## config.mk

```make
export PLATFORM = sky130hd
export DESIGN_NAME = uart_echo_chip_top
export DESIGN_NICKNAME = d
export VERILOG_FILES = /design/src/rtl/uart_echo_chip_top.sv
export SDC_FILE = /design/constraint.sdc
export NUM_CORES = 1
export LEC_CHECK = 0
export BUFFER_PORTS_ARGS = -buffer_cell sky130_fd_sc_hd__buf_2
export CORE_ASPECT_RATIO = 2
export CORE_MARGIN = 5
export CORE_UTILIZATION = 55
export DETAILED_ROUTE_END_ITERATION = 8
export GPL_TIMING_DRIVEN = 0
export HOLD_SLACK_MARGIN = 0.1
export PLACE_DENSITY = 0.75
export REMOVE_ABC_BUFFERS = 1
export SLEW_MARGIN = 30
export SYNTH_ARGS = -nofsm -noshare
export SYNTH_HDL_FRONTEND = slang
export SYNTH_SLANG_ARGS = --single-unit
```

## constraint.sdc

```tcl
create_clock -name clk_p -period 2 [get_ports clk_p]
set_clock_uncertainty 0.1 [all_clocks]
set_input_delay 0.1 -clock clk_p [delete_from_list [all_inputs] [get_ports clk_p]]
set_output_delay 0.1 -clock clk_p [all_outputs]
set_load 0.05 [all_outputs]
```

## src/rtl/uart_echo_chip_top.sv

```systemverilog
// uart_echo_chip_top: echoes each correctly framed UART byte on rxd back out on txd
// Define SPI_EN to send each byte through an SPI master round trip and echo the byte read back.
module uart_echo_chip_top #(
  parameter int CLKS_PER_BIT = 1736,
  parameter int SPI_DIV = 4
) (
  input  logic       clk_p,
  input  logic       clk_n,
  input  logic       rst_top,
  input  logic       rxd,
  output logic       txd,
  output logic [7:0] led,
  output logic [1:0] err
`ifdef SPI_EN
  ,
  output logic       spi_cs,
  output logic       spi_sclk,
  output logic       spi_mosi,
  input  logic       spi_miso
`endif
);
  localparam logic [15:0] BIT_M = 16'(CLKS_PER_BIT - 1);
  localparam logic [15:0] HALF_M = 16'(CLKS_PER_BIT / 2 - 1);
  typedef enum logic [1:0] {R_IDLE, R_START, R_DATA, R_STOP} rx_t;
  typedef enum logic [1:0] {T_IDLE, T_START, T_DATA, T_STOP} tx_t;
  rx_t rs;
  tx_t ts;
  logic [1:0] sync;
  logic [15:0] rc, tc;
  logic [2:0] ri, ti;
  logic [7:0] rsh, tsh, hd, sd;
  logic rv, brk, hv, fe, ovr, take_h, tx_rdy, tx_go, sv, unused;
  assign unused = clk_n & (SPI_DIV > 0);
  assign fe = rs == R_STOP && !brk && rc == BIT_M && !sync[1];
  assign tx_rdy = ts == T_IDLE || (ts == T_STOP && tc == BIT_M);
  assign tx_go = tx_rdy && sv;
  always_ff @(posedge clk_p)
    if (!rst_top) begin
      sync <= 2'b11;
      rs <= R_IDLE;
      rc <= '0;
      ri <= '0;
      rsh <= '0;
      rv <= 1'b0;
      brk <= 1'b0;
    end else begin
      sync <= {sync[0], rxd};
      rv <= 1'b0;
      case (rs)
        R_IDLE: begin
          rc <= '0;
          brk <= 1'b0;
          if (!sync[1]) rs <= R_START;
        end
        R_START:
          if (rc == HALF_M) begin
            rc <= '0;
            ri <= '0;
            rs <= sync[1] ? R_IDLE : R_DATA;
          end else rc <= rc + 16'd1;
        R_DATA:
          if (rc == BIT_M) begin
            rc <= '0;
            rsh <= {sync[1], rsh[7:1]};
            ri <= ri + 3'd1;
            if (ri == 3'd7) rs <= R_STOP;
          end else rc <= rc + 16'd1;
        R_STOP:
          // after a framing error, hold here until the line returns to idle
          if (brk) begin
            if (sync[1]) rs <= R_IDLE;
          end else if (rc == BIT_M) begin
            if (sync[1]) begin
              rv <= 1'b1;
              rs <= R_IDLE;
            end else brk <= 1'b1;
          end else rc <= rc + 16'd1;
      endcase
    end
  always_ff @(posedge clk_p)
    if (!rst_top) begin
      led <= '0;
      err <= '0;
      hv <= 1'b0;
      hd <= '0;
    end else begin
      if (rv) led <= rsh;
      err <= err | {ovr, fe};
      hd <= (rv && !(hv && !take_h)) ? rsh : hd;
      hv <= (hv && !take_h) || rv;
    end
`ifdef SPI_EN
  localparam logic [15:0] DIV_M = 16'(SPI_DIV - 1);
  typedef enum logic [2:0] {P_IDLE, P_LEAD, P_HIGH, P_LOW, P_TRAIL, P_GAP} spi_t;
  spi_t sp;
  logic [15:0] pc;
  logic [2:0] pi;
  logic [7:0] psh, prx, h2d;
  logic spv, h2v;
  assign take_h = sp == P_IDLE && hv;
  assign sv = h2v;
  assign sd = h2d;
  assign ovr = (rv && hv && !take_h) || (spv && h2v && !tx_go);
  always_ff @(posedge clk_p)
    if (!rst_top) begin
      sp <= P_IDLE;
      spi_cs <= 1'b1;
      spi_sclk <= 1'b0;
      spi_mosi <= 1'b0;
      pc <= '0;
      pi <= '0;
      psh <= '0;
      prx <= '0;
      spv <= 1'b0;
    end else begin
      spv <= 1'b0;
      case (sp)
        P_IDLE:
          if (hv) begin
            spi_cs <= 1'b0;
            spi_mosi <= hd[7];
            psh <= {hd[6:0], 1'b0};
            pc <= '0;
            pi <= '0;
            sp <= P_LEAD;
          end
        P_LEAD, P_LOW:
          if (pc == DIV_M) begin
            pc <= '0;
            spi_sclk <= 1'b1;
            prx <= {prx[6:0], spi_miso};
            sp <= P_HIGH;
          end else pc <= pc + 16'd1;
        P_HIGH:
          // mosi advances together with the falling sclk edge
          if (pc == DIV_M) begin
            pc <= '0;
            spi_sclk <= 1'b0;
            pi <= pi + 3'd1;
            if (pi == 3'd7) sp <= P_TRAIL;
            else begin
              spi_mosi <= psh[7];
              psh <= psh << 1;
              sp <= P_LOW;
            end
          end else pc <= pc + 16'd1;
        P_TRAIL:
          if (pc == DIV_M) begin
            pc <= '0;
            spi_cs <= 1'b1;
            spv <= 1'b1;
            sp <= P_GAP;
          end else pc <= pc + 16'd1;
        P_GAP:
          if (pc == DIV_M) begin
            pc <= '0;
            sp <= P_IDLE;
          end else pc <= pc + 16'd1;
        default: sp <= P_IDLE;
      endcase
    end
  always_ff @(posedge clk_p)
    if (!rst_top) begin
      h2v <= 1'b0;
      h2d <= '0;
    end else begin
      h2d <= (spv && !(h2v && !tx_go)) ? prx : h2d;
      h2v <= (h2v && !tx_go) || spv;
    end
`else
  assign take_h = tx_go;
  assign sv = hv;
  assign sd = hd;
  assign ovr = rv && hv && !take_h;
`endif
  always_ff @(posedge clk_p)
    if (!rst_top) begin
      ts <= T_IDLE;
      txd <= 1'b1;
      tc <= '0;
      ti <= '0;
      tsh <= '0;
    end else if (tx_go) begin
      ts <= T_START;
      txd <= 1'b0;
      tc <= '0;
      tsh <= sd;
    end else
      case (ts)
        T_IDLE: txd <= 1'b1;
        T_START:
          if (tc == BIT_M) begin
            tc <= '0;
            txd <= tsh[0];
            tsh <= tsh >> 1;
            ti <= '0;
            ts <= T_DATA;
          end else tc <= tc + 16'd1;
        T_DATA:
          if (tc == BIT_M) begin
            tc <= '0;
            txd <= (ti == 3'd7) ? 1'b1 : tsh[0];
            tsh <= tsh >> 1;
            ti <= ti + 3'd1;
            if (ti == 3'd7) ts <= T_STOP;
          end else tc <= tc + 16'd1;
        T_STOP:
          if (tc == BIT_M) ts <= T_IDLE;
          else tc <= tc + 16'd1;
      endcase
endmodule

```

After elaboration in Yosys (flattened, before gate mapping) --
Index checks and enable logic that the tools add are counted.
Word-level totals: logic and storage cells 134, input port bits 4, flip-flop bits (word level) 82, output and inout bits 11
Operators by class: bitwise logic cells 5, add/subtract/negate cells 4, reduce and logical (&&, ||, !) cells 39, multiplexer cells 42, equality and inequality tests 27
Operators with widths (count):
- $mux W16 | 6
- $pmux W16 S4 | 1
- $add A16 B1 Y16 const B | 2
- $eq A16 B11 Y1 const B | 2
- $pmux W16 S2 | 1
- $mux W2 | 12
- $mux W8 | 3
- $ne A2 B2 Y1 const B | 10
- $eq A16 B10 Y1 const B | 1
- $reduce_and A5 Y1 | 3
- $mux W3 | 4
- $pmux W3 S2 | 2
- $reduce_bool A2 Y1 | 6
- $logic_and A1 B1 Y1 | 9
- $mux W1 | 9
- $ne A3 B3 Y1 const B | 3
- $eq A2 B2 Y1 const B | 4
- $pmux W2 S4 | 1
- $reduce_and A2 Y1 | 4
- $reduce_bool A4 Y1 | 2
- $add A3 B1 Y3 const B | 2
- $eq A3 B3 Y1 const B | 2
- $ne A3 B2 Y1 const B | 2
- $pmux W2 S3 | 1
- other kinds (14) | 25

Logic depth before layout (Yosys ltp) --
Gate-level depths: netlist (run 1).
word-level depth 8, depth in mapped cells 8, depth with buffers taken out 7

Worst setup path after synthesis (run 1) --
Ideal clock, no wire load.
path type register -> register, start point register tc[0], end point register tc[14], arrival 1795 ps, path slack 38 ps, data required time 1832 ps, stages on the path, launching flop included 8, buffers on the path 1, cell sequence dfxtp_1 > ha_1 > nand4_1 > and4b_1 > buf_6 > a21o_1 > or4_4 > a21oi_2
Between the ends: longest elaborated chain between the ends 5
Ends and longest elaborated chain:
- start: declaration | RTL line 29 | logic [15:0] rc, tc;
- start signal: assignment | RTL line 198 | end else tc <= tc + 16'd1;
- start signal: assignment | RTL line 206 | end else tc <= tc + 16'd1;
- start signal: assignment | RTL line 209 | else tc <= tc + 16'd1;
- branches (longest 5 deep; another with $add A16 B1 Y16)
Several ways; the timed one is not identified. The select of a mux whose other input is x is not followed. A chain may end at the register's enable or synchronous reset.

Worst setup path in the final report (run 1) --
start point register tc[1], end point register tc[14]
The elaborated chain is that of the path after synthesis.

==> results.yml, run 1 <==
final_layout:
  antennaDiodeCount: 0
  stdcell_count: 579
  utilization_pct: 67.55
  finalNetCount: 503
  area_delta_synth_final_pct: 21.05
  drive_gt1_share_pct: 19.71
  fin_area_sq_mm: 0.004835
job:
  drv_cap: 0
yosys:
  yosysWarnings: 0
  ys_seq_area_share_pct: 41.10
  synth_edf_count: 0
  synth_xor_area_share_pct: 5.263
  synth_compound_area_share_pct: 14.63
  synthSimpleGateAreaFrac_pct: 23.90
  ys_async_sr_fraction_pct: 0
  synth_most_common_cell: "dfxtp_1"
  synth_top_area_share_pct: 41.10
  synthFlopType: "dfxtp_1"
  netlist_area_sq_mm: 0.003994
  ys_ff_latch: 82
  synth_top_family_by_area: "simple AND/OR/NAND/NOR gates"
  synth_mux_area_share_pct: 5.514
  netlist-cell-type-count: 59
  synth_area_leaders: "dfxtp_1 41%, mux2i_1 5.5%, ha_1 5.3%"
  yosys.area.top_type: "dfxtp_1"
  netlist_instances: 455
  synthAdderAreaFrac_pct: 5.326
  syn_avg_cell_area_sq_um: 8.778
  netlist_top_cells_count: "82 x dfxtp_1, 55 x nand2_1, 50 x nor2_1, 23 x nand3_1, 22 x mux2i_1"
clock_tree:
  insertion_delay_ns: 0.34
  root_buffer: "clkbuf_16"
  clock_sinks: 82
  cts_buffer_depth: 2
  htreeDepth: 3
  clk_pin_slew_ns: 0.06
  cts_inserted_buffers: 9
  cts_tree: "yes"
die:
  rows: 44
  die_y_microns: 130.5
  die_area_sq_mm: 0.009169
  initial_core_util_pct: 55.80
  die_w_microns: 70.26
  ios: 15
  core_sq_mm: 0.007157
placement:
  dpl.cell_count: 539
  place_area_sq_mm: 0.004068
  dp_hpwl_microns: 4940
  globalplace.congestion: 0.7910
  port_buffers: 13
  place_ws_ns: -1.112
worst_setup_path:
  cp-end-kind: "flop"
  crit_chain: "ha_4 > nand4_1 > and4b_4 > a21o_1 > or4_4 > a21oi_2"
  cp_num_cells: 6
  timing.critical_path.arrival_ns: 2.13
  r2r_cells: 6
  crit_family: "simple AND/OR/NAND/NOR gates"
  crit_path_top_delay_cell: "or4_4"
  crit_type: "reg -> reg"
  worst-path-buf-inv: 0
  path_max_fanout: 7
  critPathRequiredTime_ns: 2.17
  start_kind: "flop"
  cpPeakStageDelay_ns: 0.53
power:
  power_mw: 3.708
  total_leakage_power_nw: 1.716
  power_density_mw_per_mm2: 766.9
  ir_drop_v: 0.0005940
sta:
  final.min_clock_period_ns: 1.960
  tightest_slew_ns: 0.7725
  rsz0062_at_grt: "true"
  slew_headroom_pct: 48.50
  setup_viol: 0
  hold_viol_final: 0
  post-route-period-util_pct: 98.01
  slew_viol_final: 0
  fin_ws_ns: 0.03972
  fmax_ghz: 0.5101
route:
  dr.pass1.iters: 4
  drc: 0
  post_drt_via_cell_ratio: 5.736
  wl_per_cell_microns: 15.08
  ant_nets: 0
  first_iter_violations: 342
  wl_microns: 8733
  vias: 3321
global_route:
  grt_pass1_wl_microns: 14400
  antenna_found_initial: 0
  grt_start_max_net_pins: 38
  grt_overflow: 0
  grt_pass1_vias: 3079
  grt_usage_pct: 19.22
min_path:
  min_path_type: "in -> reg"
  holdPathStages: 2
run_status:
  run_status: "finished clean"
## final timing paths
path,start,end,slack [ns]
worst max-delay path,tc[1],tc[14],0.04
worst min-delay path,rst_top,sync[0],0.22
worst max register to register,tc[1],tc[14],0.04
worst min register to register,sync[0],sync[1],0.32
## sequential cells by signal, summed over array words and instances, names as in the netlist, named ones only
register  flops
ts            2
tsh           8
brk           1
txd           1
rsh           8
ti            3
rv            1
rc           16
err           2
hv            1
sync          2
tc           16
rs            1
led           8
ri            3
hd            8
## where the power goes
group          internal [mW]  total (mW)  switching [mW]
Combinational          0.145       0.377           0.232
Sequential              1.65        1.68          0.0273
Clock                   1.03        1.65           0.616
Total                   2.83        3.71           0.874
## logic make-up (layout without fill, tap and decap cells)
| kind of cell | after synthesis | count (layout) |
|---|---|---|
| buffers and inverters | 38 | 69 |
| multiplexers | 22 | 22 |
| flip-flops | 82 | 82 |
| XOR/XNOR | 24 | 24 |
| AND/OR/NAND/NOR | 191 | 192 |
| AO/OA/AOI/OAI | 81 | 81 |
| adder cells (fa/ha/maj) | 17 | 17 |
## routing by layer
metal	vias up	part of all wire (%)	GRT usage, %
li1	1684	-	-
met1	1569	47	25.49
met2	57	48	29.89
met3	11	3.1	2.450
met4	0	1.8	11.29
met5	-	0	0
## per-stage QoR
step	hold WS (ns)	setup TNS, ns
2_1_floorplan	0.07304	-10.82
3_3_place_gp	0.1816	-37.51
3_5_place_dp	0.1971	-39.06
4_1_cts	0.2087	-0.001141
5_1_grt	0.2609	-0.1635
6_report	0.2228	0
## layout make-up
| type | count | area, sq um |
|---|---|---|
| Clock inverter | 2 | 35.03 |
| Timing Repair Buffer | 36 | 277.8 |
| Multi-Input combinational cell | 336 | 2424 |
| Sequential cell | 82 | 1655 |
| Clock buffer | 14 | 264.0 |
| Fill cell | 558 | 2322 |
| Tap cell | 92 | 115.1 |
| Inverter | 17 | 63.81 |
## repair_timing
item                       in CTS  in global routing
setup endpoints to repair      72                 65
buffers inserted               11                 11
pin swaps                       7                  8
hold endpoints to repair        1                  0
resized for setup              35                 18
hold buffers                    1                  0
cloned                          1                  0
## cells in the final DEF, fill, tap and decap left out, types with 3 or more instances in the layout
cell type,instances
dfxtp_1,77
nand2_1,54
nor2_1,48
nand3_1,23
mux2i_1,22
a21oi_1,20
buf_4,19
xor2_1,17
inv_1,15
nand4_1,14
and3_1,13
o21ai_0,13
buf_2,13
ha_1,11
clkbuf_16,9
xnor2_1,7
nor3_1,7
a211oi_1,6
nand2b_1,4
ha_4,4
or3_1,3
a21oi_2,3
a221oi_1,3
a31oi_1,3
nor2b_1,3
a2111oi_2,3
clkbuf_1,3
buf_12,3
dfxtp_4,3
No activity file was read; power rests on OpenSTA's default activity.
==> inputs of run 2 (changes only) <==
--- a/config.mk
+++ b/config.mk
@@ -5,6 +5,7 @@
 export SDC_FILE = /design/constraint.sdc
 export NUM_CORES = 1
 export LEC_CHECK = 0
+export ABC_AREA = 1
 export BUFFER_PORTS_ARGS = -buffer_cell sky130_fd_sc_hd__buf_2
 export CORE_ASPECT_RATIO = 2
 export CORE_MARGIN = 5
==> run 2 against run 1 <==
Compared with the run above:
- total power shrank 1.3%
- flip-flop and latch count is the same
- first-iteration DRC count fell by 23%
- non-clock buffer count down 4
- setup slack gained 0.017 ns
- hold slack improved by 0.062 ns
- critical endpoint is now rc[0]
- largest cell class unchanged
==> results.yml, run 2 <==
final_layout:
  drive_gt1_share_pct: 16.64
  reg_top3: "rc: 16 flops, tc: 16 flops"
  n_fill_cell: 646
  finalNetCount: 689
  regArea_sq_mm: 0.001653
  fin_area_sq_mm: 0.005228
  final_common_cell: "nand2_1"
  stdcell_count: 769
  antennaDiodeCount: 0
  final_cell_mix: "115 x nand2_1, 79 x inv_1, 78 x nor2_1"
  multi_input_area_sq_mm: 0.002564
  area_delta_synth_final_pct: 17.92
route:
  vias: 4380
  dr.pass1.iters: 5
  drc: 0
  post_drt_via_cell_ratio: 5.696
  ant_nets: 0
  wl_per_cell_microns: 15.45
  wl_microns: 11880
  first_iter_violations: 264
die:
  die_y_microns: 137.0
  core_sq_mm: 0.007885
  die_w_microns: 73.48
  die_area_sq_mm: 0.01006
  ios: 15
  rows: 46
  initial_core_util_pct: 56.22
clock_tree:
  clock_sinks: 82
  cts_buffer_depth: 2
  insertion_delay_ns: 0.34
  root_buffer: "clkbuf_16"
  cts_inserted_buffers: 9
  cts_tree: "yes"
  htreeDepth: 3
  clk_pin_slew_ns: 0.06
min_path:
  min_path_type: "in -> reg"
  hold_start: "rst_top"
  hold-path-endpoint: "txd"
  holdPathStages: 2
worst_setup_path:
  r2r_cells: 9
  path_max_fanout: 6
  reg2reg_from: "rc[14]"
  r2r_slack_ns: 0.06
  timing.critical_path.arrival_ns: 2.10
  rr_endpoint: "rc[0]"
  critPathRequiredTime_ns: 2.16
  cp-end-kind: "flop"
  crit_type: "reg -> reg"
  start_kind: "flop"
yosys:
  yosys.area.top_type: "dfxtp_1"
  synth_edf_count: 0
  netlist_top_cells_count: "120 x nand2_1, 82 x dfxtp_1, 82 x inv_1, 82 x nor2_1, 56 x nand3_1"
  ys_ff_latch: 82
  netlist_instances: 641
  ys_seq_area_share_pct: 37.03
  syn_avg_cell_area_sq_um: 6.916
  yosysWarnings: 0
  synthFlopType: "dfxtp_1"
  netlist_area_sq_mm: 0.004433
  synth_top_area_share_pct: 37.03
  netlist-cell-type-count: 39
  synth_most_common_cell: "nand2_1"
  synth_area_leaders: "dfxtp_1 37%, nand2_1 10%, inv_1 6.9%"
  ys_async_sr_fraction_pct: 0
sta:
  hold_viol_final: 0
  slew_headroom_pct: 36.45
  rsz0062_at_grt: "true"
  final.min_clock_period_ns: 1.943
  tightest_slew_ns: 0.9532
  post-route-period-util_pct: 97.17
  fmax_ghz: 0.5146
  fin_tns_setup_ns: 0
  slew_viol_final: 0
  setup_viol: 0
power:
  power_density_mw_per_mm2: 700.0
  ir_drop_v: 0.0005201
  total_leakage_power_nw: 2.106
job:
  drv_cap: 0
placement:
  dp_hpwl_microns: 8262
  dpl.cell_count: 731
  globalplace.congestion: 0.9835
  port_buffers: 13
  place_area_sq_mm: 0.004503
run_status:
  run_status: "finished clean"
global_route:
  grt_overflow: 0
  grt_pass1_vias: 4137
  antenna_found_initial: 0
  grt_usage_pct: 23.95
  grt_start_max_net_pins: 45
  grt_pass1_wl_microns: 18780
-- run 2: cell types whose count changed in the layout (fill, tap and decap cells not counted), sizes merged, moves of 7 or more --
cell	before	now
inv	17	86
mux2i	22	0
xor2	17	5
nand2	55	137
nor3	9	17
a21oi	24	50
nand3	23	58
o21ai	15	43
nor2	50	85
and3	13	0
xnor2	7	0
-- run 2: cell families after synthesis --
| group | share of synthesized area (%) |
|---|---|
| xor gates and xnor gates | 0.9878 |
| adders and majority gates | 4.798 |
| DFF | 37.03 |
| and+or+nand+nor | 34.21 |
| buffers and inverters | 9.963 |
| AOI/OAI and AO/OA | 13.01 |
-- run 2: area by class of cell --
cell class                 instances  share of cell area [%]
tap                               96                   2.298
clock buffer                      11                   4.835
clock inverter                     5                   1.149
timing repair buffer              32                   4.572
sequential                        82                   31.62
inverter                          87                   6.486
multi-input combinational        456                   49.04
-- run 2: metrics by stage --
step	hold slack [ns]	util, %	power (mW)	setup slack (ns)
2_1_floorplan	0.06900	-	1.852	0.08715
3_3_place_gp	0.1855	57.11	1.909	-0.3910
3_5_place_dp	0.1974	57.11	1.918	-0.4332
4_1_cts	0.2387	62.95	3.641	0.01140
5_1_grt	0.3393	66.30	3.794	-0.01162
6_report	0.2852	66.30	3.659	0.05668
-- run 2: worst max-delay path by stage --
stage,from,endpoint,slack [ns],depth (start not counted)
floorplan,tc[0],tsh[0],0.09,10
global placement,tc[0],tsh[0],-0.39,10
detailed placement,tc[0],tsh[0],-0.43,10
CTS,tc[0],tsh[0],0.01,10
global route,rc[0],rc[7],-0.01,12
finish,rc[14],rc[0],0.06,9
-- run 2: what timing repair did --
action | in CTS | in global routing
cloned | 1 | 2
hold buffers | 1 | 0
resized for setup | 19 | 37
setup buffers | 5 | 13
pin swaps | 2 | 5
hold endpoints to repair | 1 | 0
setup endpoints to repair | 63 | 59
-- run 2: routing by layer --
| metal | wire length [microns] | up-vias | global-route usage [%] |
|---|---|---|---|
| li1 | - | 2164 | - |
| met1 | 4103 | 2037 | 22.46 |
| met2 | 6727 | 130 | 45.95 |
| met3 | 371 | 49 | 3.897 |
| met4 | 681 | 0 | 14.21 |
| met5 | 0 | - | 0 |
-- run 2: power by group --
group / switching [mW] / internal (mW) / leakage [nW]
clock: 0.674 / 1.04 / 0.153
combinational: 0.180 / 0.0936 / 1.29
sequential: 0.0214 / 1.65 / 0.664
total: 0.876 / 2.78 / 2.11
-- run 2: critical path, cell delays in order (launching register included) --
cell	delay [ns]
dfxtp_1	0.43
nor2_1	0.08
nand2_1	0.21
nor2_1	0.10
nand2_2	0.14
nand2_4	0.10
nand2_8	0.11
clkinvlp_4	0.16
or2_2	0.31
a21oi_1	0.13
==> inputs of run 3 (changes only) <==
--- a/config.mk
+++ b/config.mk
@@ -10,6 +10,7 @@
 export CORE_ASPECT_RATIO = 2
 export CORE_MARGIN = 5
 export CORE_UTILIZATION = 55
+export CTS_BUF_LIST = sky130_fd_sc_hd__clkbuf_8
 export DETAILED_ROUTE_END_ITERATION = 8
 export GPL_TIMING_DRIVEN = 0
 export HOLD_SLACK_MARGIN = 0.1
==> run 3 against run 2 <==
Compared with the run above:
- hold slack got worse by 0.062 ns
- register-to-register slack improved by 0.03 ns
- clock-buffer cell count unchanged
- final cell count decreased by 0.26%
- die area unchanged
- total power decreased by 13%
==> results.yml, run 3 (synthesis gave the netlist of run 2 again) <==
die:
  ios: 15
  die_w_microns: 73.48
  rows: 46
  die_area_sq_mm: 0.01006
  initial_core_util_pct: 56.22
  core_sq_mm: 0.007885
  die_y_microns: 137.0
route:
  wl_per_cell_microns: 15.34
  drc: 0
  dr.pass1.iters: 5
  wl_microns: 11770
  ant_nets: 0
  vias: 4296
  first_iter_violations: 200
  post_drt_via_cell_ratio: 5.601
global_route:
  antenna_found_initial: 0
  grt_start_max_net_pins: 45
  grt_pass1_wl_microns: 18200
  grt_overflow: 0
  grt_usage_pct: 23.26
  grt_pass1_vias: 4073
final_layout:
  final_cell_mix: "115 x nand2_1, 80 x nor2_1, 79 x inv_1"
  finalNetCount: 687
  reg_top3: "rc: 16 flops, tc: 16 flops"
  regArea_sq_mm: 0.001655
  n_fill_cell: 678
  antennaDiodeCount: 0
  fin_area_sq_mm: 0.005074
  final_common_cell: "nand2_1"
  drive_gt1_share_pct: 16.24
  multi_input_area_sq_mm: 0.002541
  area_delta_synth_final_pct: 14.45
worst_setup_path:
  start_kind: "flop"
  cp-end-kind: "flop"
  crit_chain: "inv_1 > nand3_1 > nor2_4 > nand3_4 > nand2_8 > nand2_8 > nand2_8 > o21ai_0 > nand2_1 > inv_1"
  cpPeakStageDelay_ns: 0.37
  timing.critical_path.arrival_ns: 2.08
  worst-path-buf-inv: 2
  critPathRequiredTime_ns: 2.17
  crit_path_top_delay_cell: "dfxtp_1"
  path_max_fanout: 8
  crit_type: "reg -> reg"
  crit_top_cell: "nand2_8"
  crit_family: "simple AND/OR/NAND/NOR gates"
clock_tree:
  cts_tree: "yes"
  cts_inserted_buffers: 9
  cts_buffer_depth: 2
  root_buffer: "clkbuf_8"
  insertion_delay_ns: 0.36
  clock_sinks: 82
  htreeDepth: 3
  clk_pin_slew_ns: 0.09
sta:
  slew_viol_final: 0
  fin_ws_ns: 0.08275
  slew_headroom_pct: 58.59
  setup_viol: 0
  tightest_slew_ns: 0.6203
  post-route-period-util_pct: 95.86
  hold_viol_final: 0
  final.min_clock_period_ns: 1.917
  rsz0062_at_grt: "true"
  fmax_ghz: 0.5216
placement:
  place_ws_ns: -0.4332
  port_buffers: 13
  globalplace.congestion: 0.9835
  place_area_sq_mm: 0.004503
  dp_hpwl_microns: 8262
power:
  power_density_mw_per_mm2: 631.0
  power_mw: 3.202
  ir_drop_v: 0.0004489
  total_leakage_power_nw: 2.027
job:
  drv_cap: 0
run_status:
  run_status: "finished clean"
min_path:
  min_path_type: "in -> reg"
[run 3: changes by cell type in the layout (fill, tap and decap cells not counted), moves of 2 or more]
cell and change:
buf_4 -2, clkbuf_16 -9, clkbuf_8 +9, dfxtp_1 -2, dfxtp_2 +2, nand2_4 +2
nor2_1 +2
[run 3: power breakdown]
| part | switching [mW] | internal [mW] | leakage [nW] |
|---|---|---|---|
| clock | 0.625 | 0.652 | 0.106 |
| sequential | 0.0194 | 1.65 | 0.665 |
| combinational | 0.177 | 0.0820 | 1.26 |
| total | 0.821 | 2.38 | 2.03 |
[run 3: area by class of cell]
class                           instances  area share, %
Sequential cell                        82          32.63
Inverter                               87          6.683
Multi-Input combinational cell        457          50.09
Timing Repair Buffer                   29          4.069
Tap cell                               96          2.367
Clock buffer                           11          2.984
Clock inverter                          5          1.184
[run 3: worst register-to-register path, delay by kind of cell, from the launching register on]
kind	cells	cell delay [ns]
simple gates	7	1.05
flops	1	0.37
buf+inv	2	0.17
compound gates	1	0.12
[run 3: per-stage QoR]
step	cells	TNS, ns	utilization, %	hold slack [ns]
after global placement	731	-9.435	57.11	0.1855
after detailed placement	731	-11.79	57.11	0.1974
after floorplan	622	0	-	0.06900
after global routing	767	-0.4895	64.34	0.2730
after CTS	752	0	61.23	0.1996
final	767	0	64.34	0.2231
[run 3: metal layers]
metal  track usage (%)  up-vias  share of wire (%)
met5                 0        -                  0
met1             21.64     1974                 34
met4             14.92        0                6.6
met2             44.47      114                 56
li1                  -     2153                  -
met3             3.456       55                2.8
[run 3: worst paths after layout]
kind	startpoint	to	slack, ns	depth (start not counted)
max	tc[5]	tsh[1]	0.08	10
max reg2reg	tc[5]	tsh[1]	0.08	10
min	rst_top	txd	0.22	2
min reg2reg	sync[0]	sync[1]	0.33	1
[run 3: what timing repair did]
item	4_1_cts	5_1_grt
buffers inserted	3	12
setup endpoints to repair	62	54
resized for setup	20	32
pin swaps	1	10
endpoints found under the hold margin	1	0
cloned	1	3
hold buffers	1	0
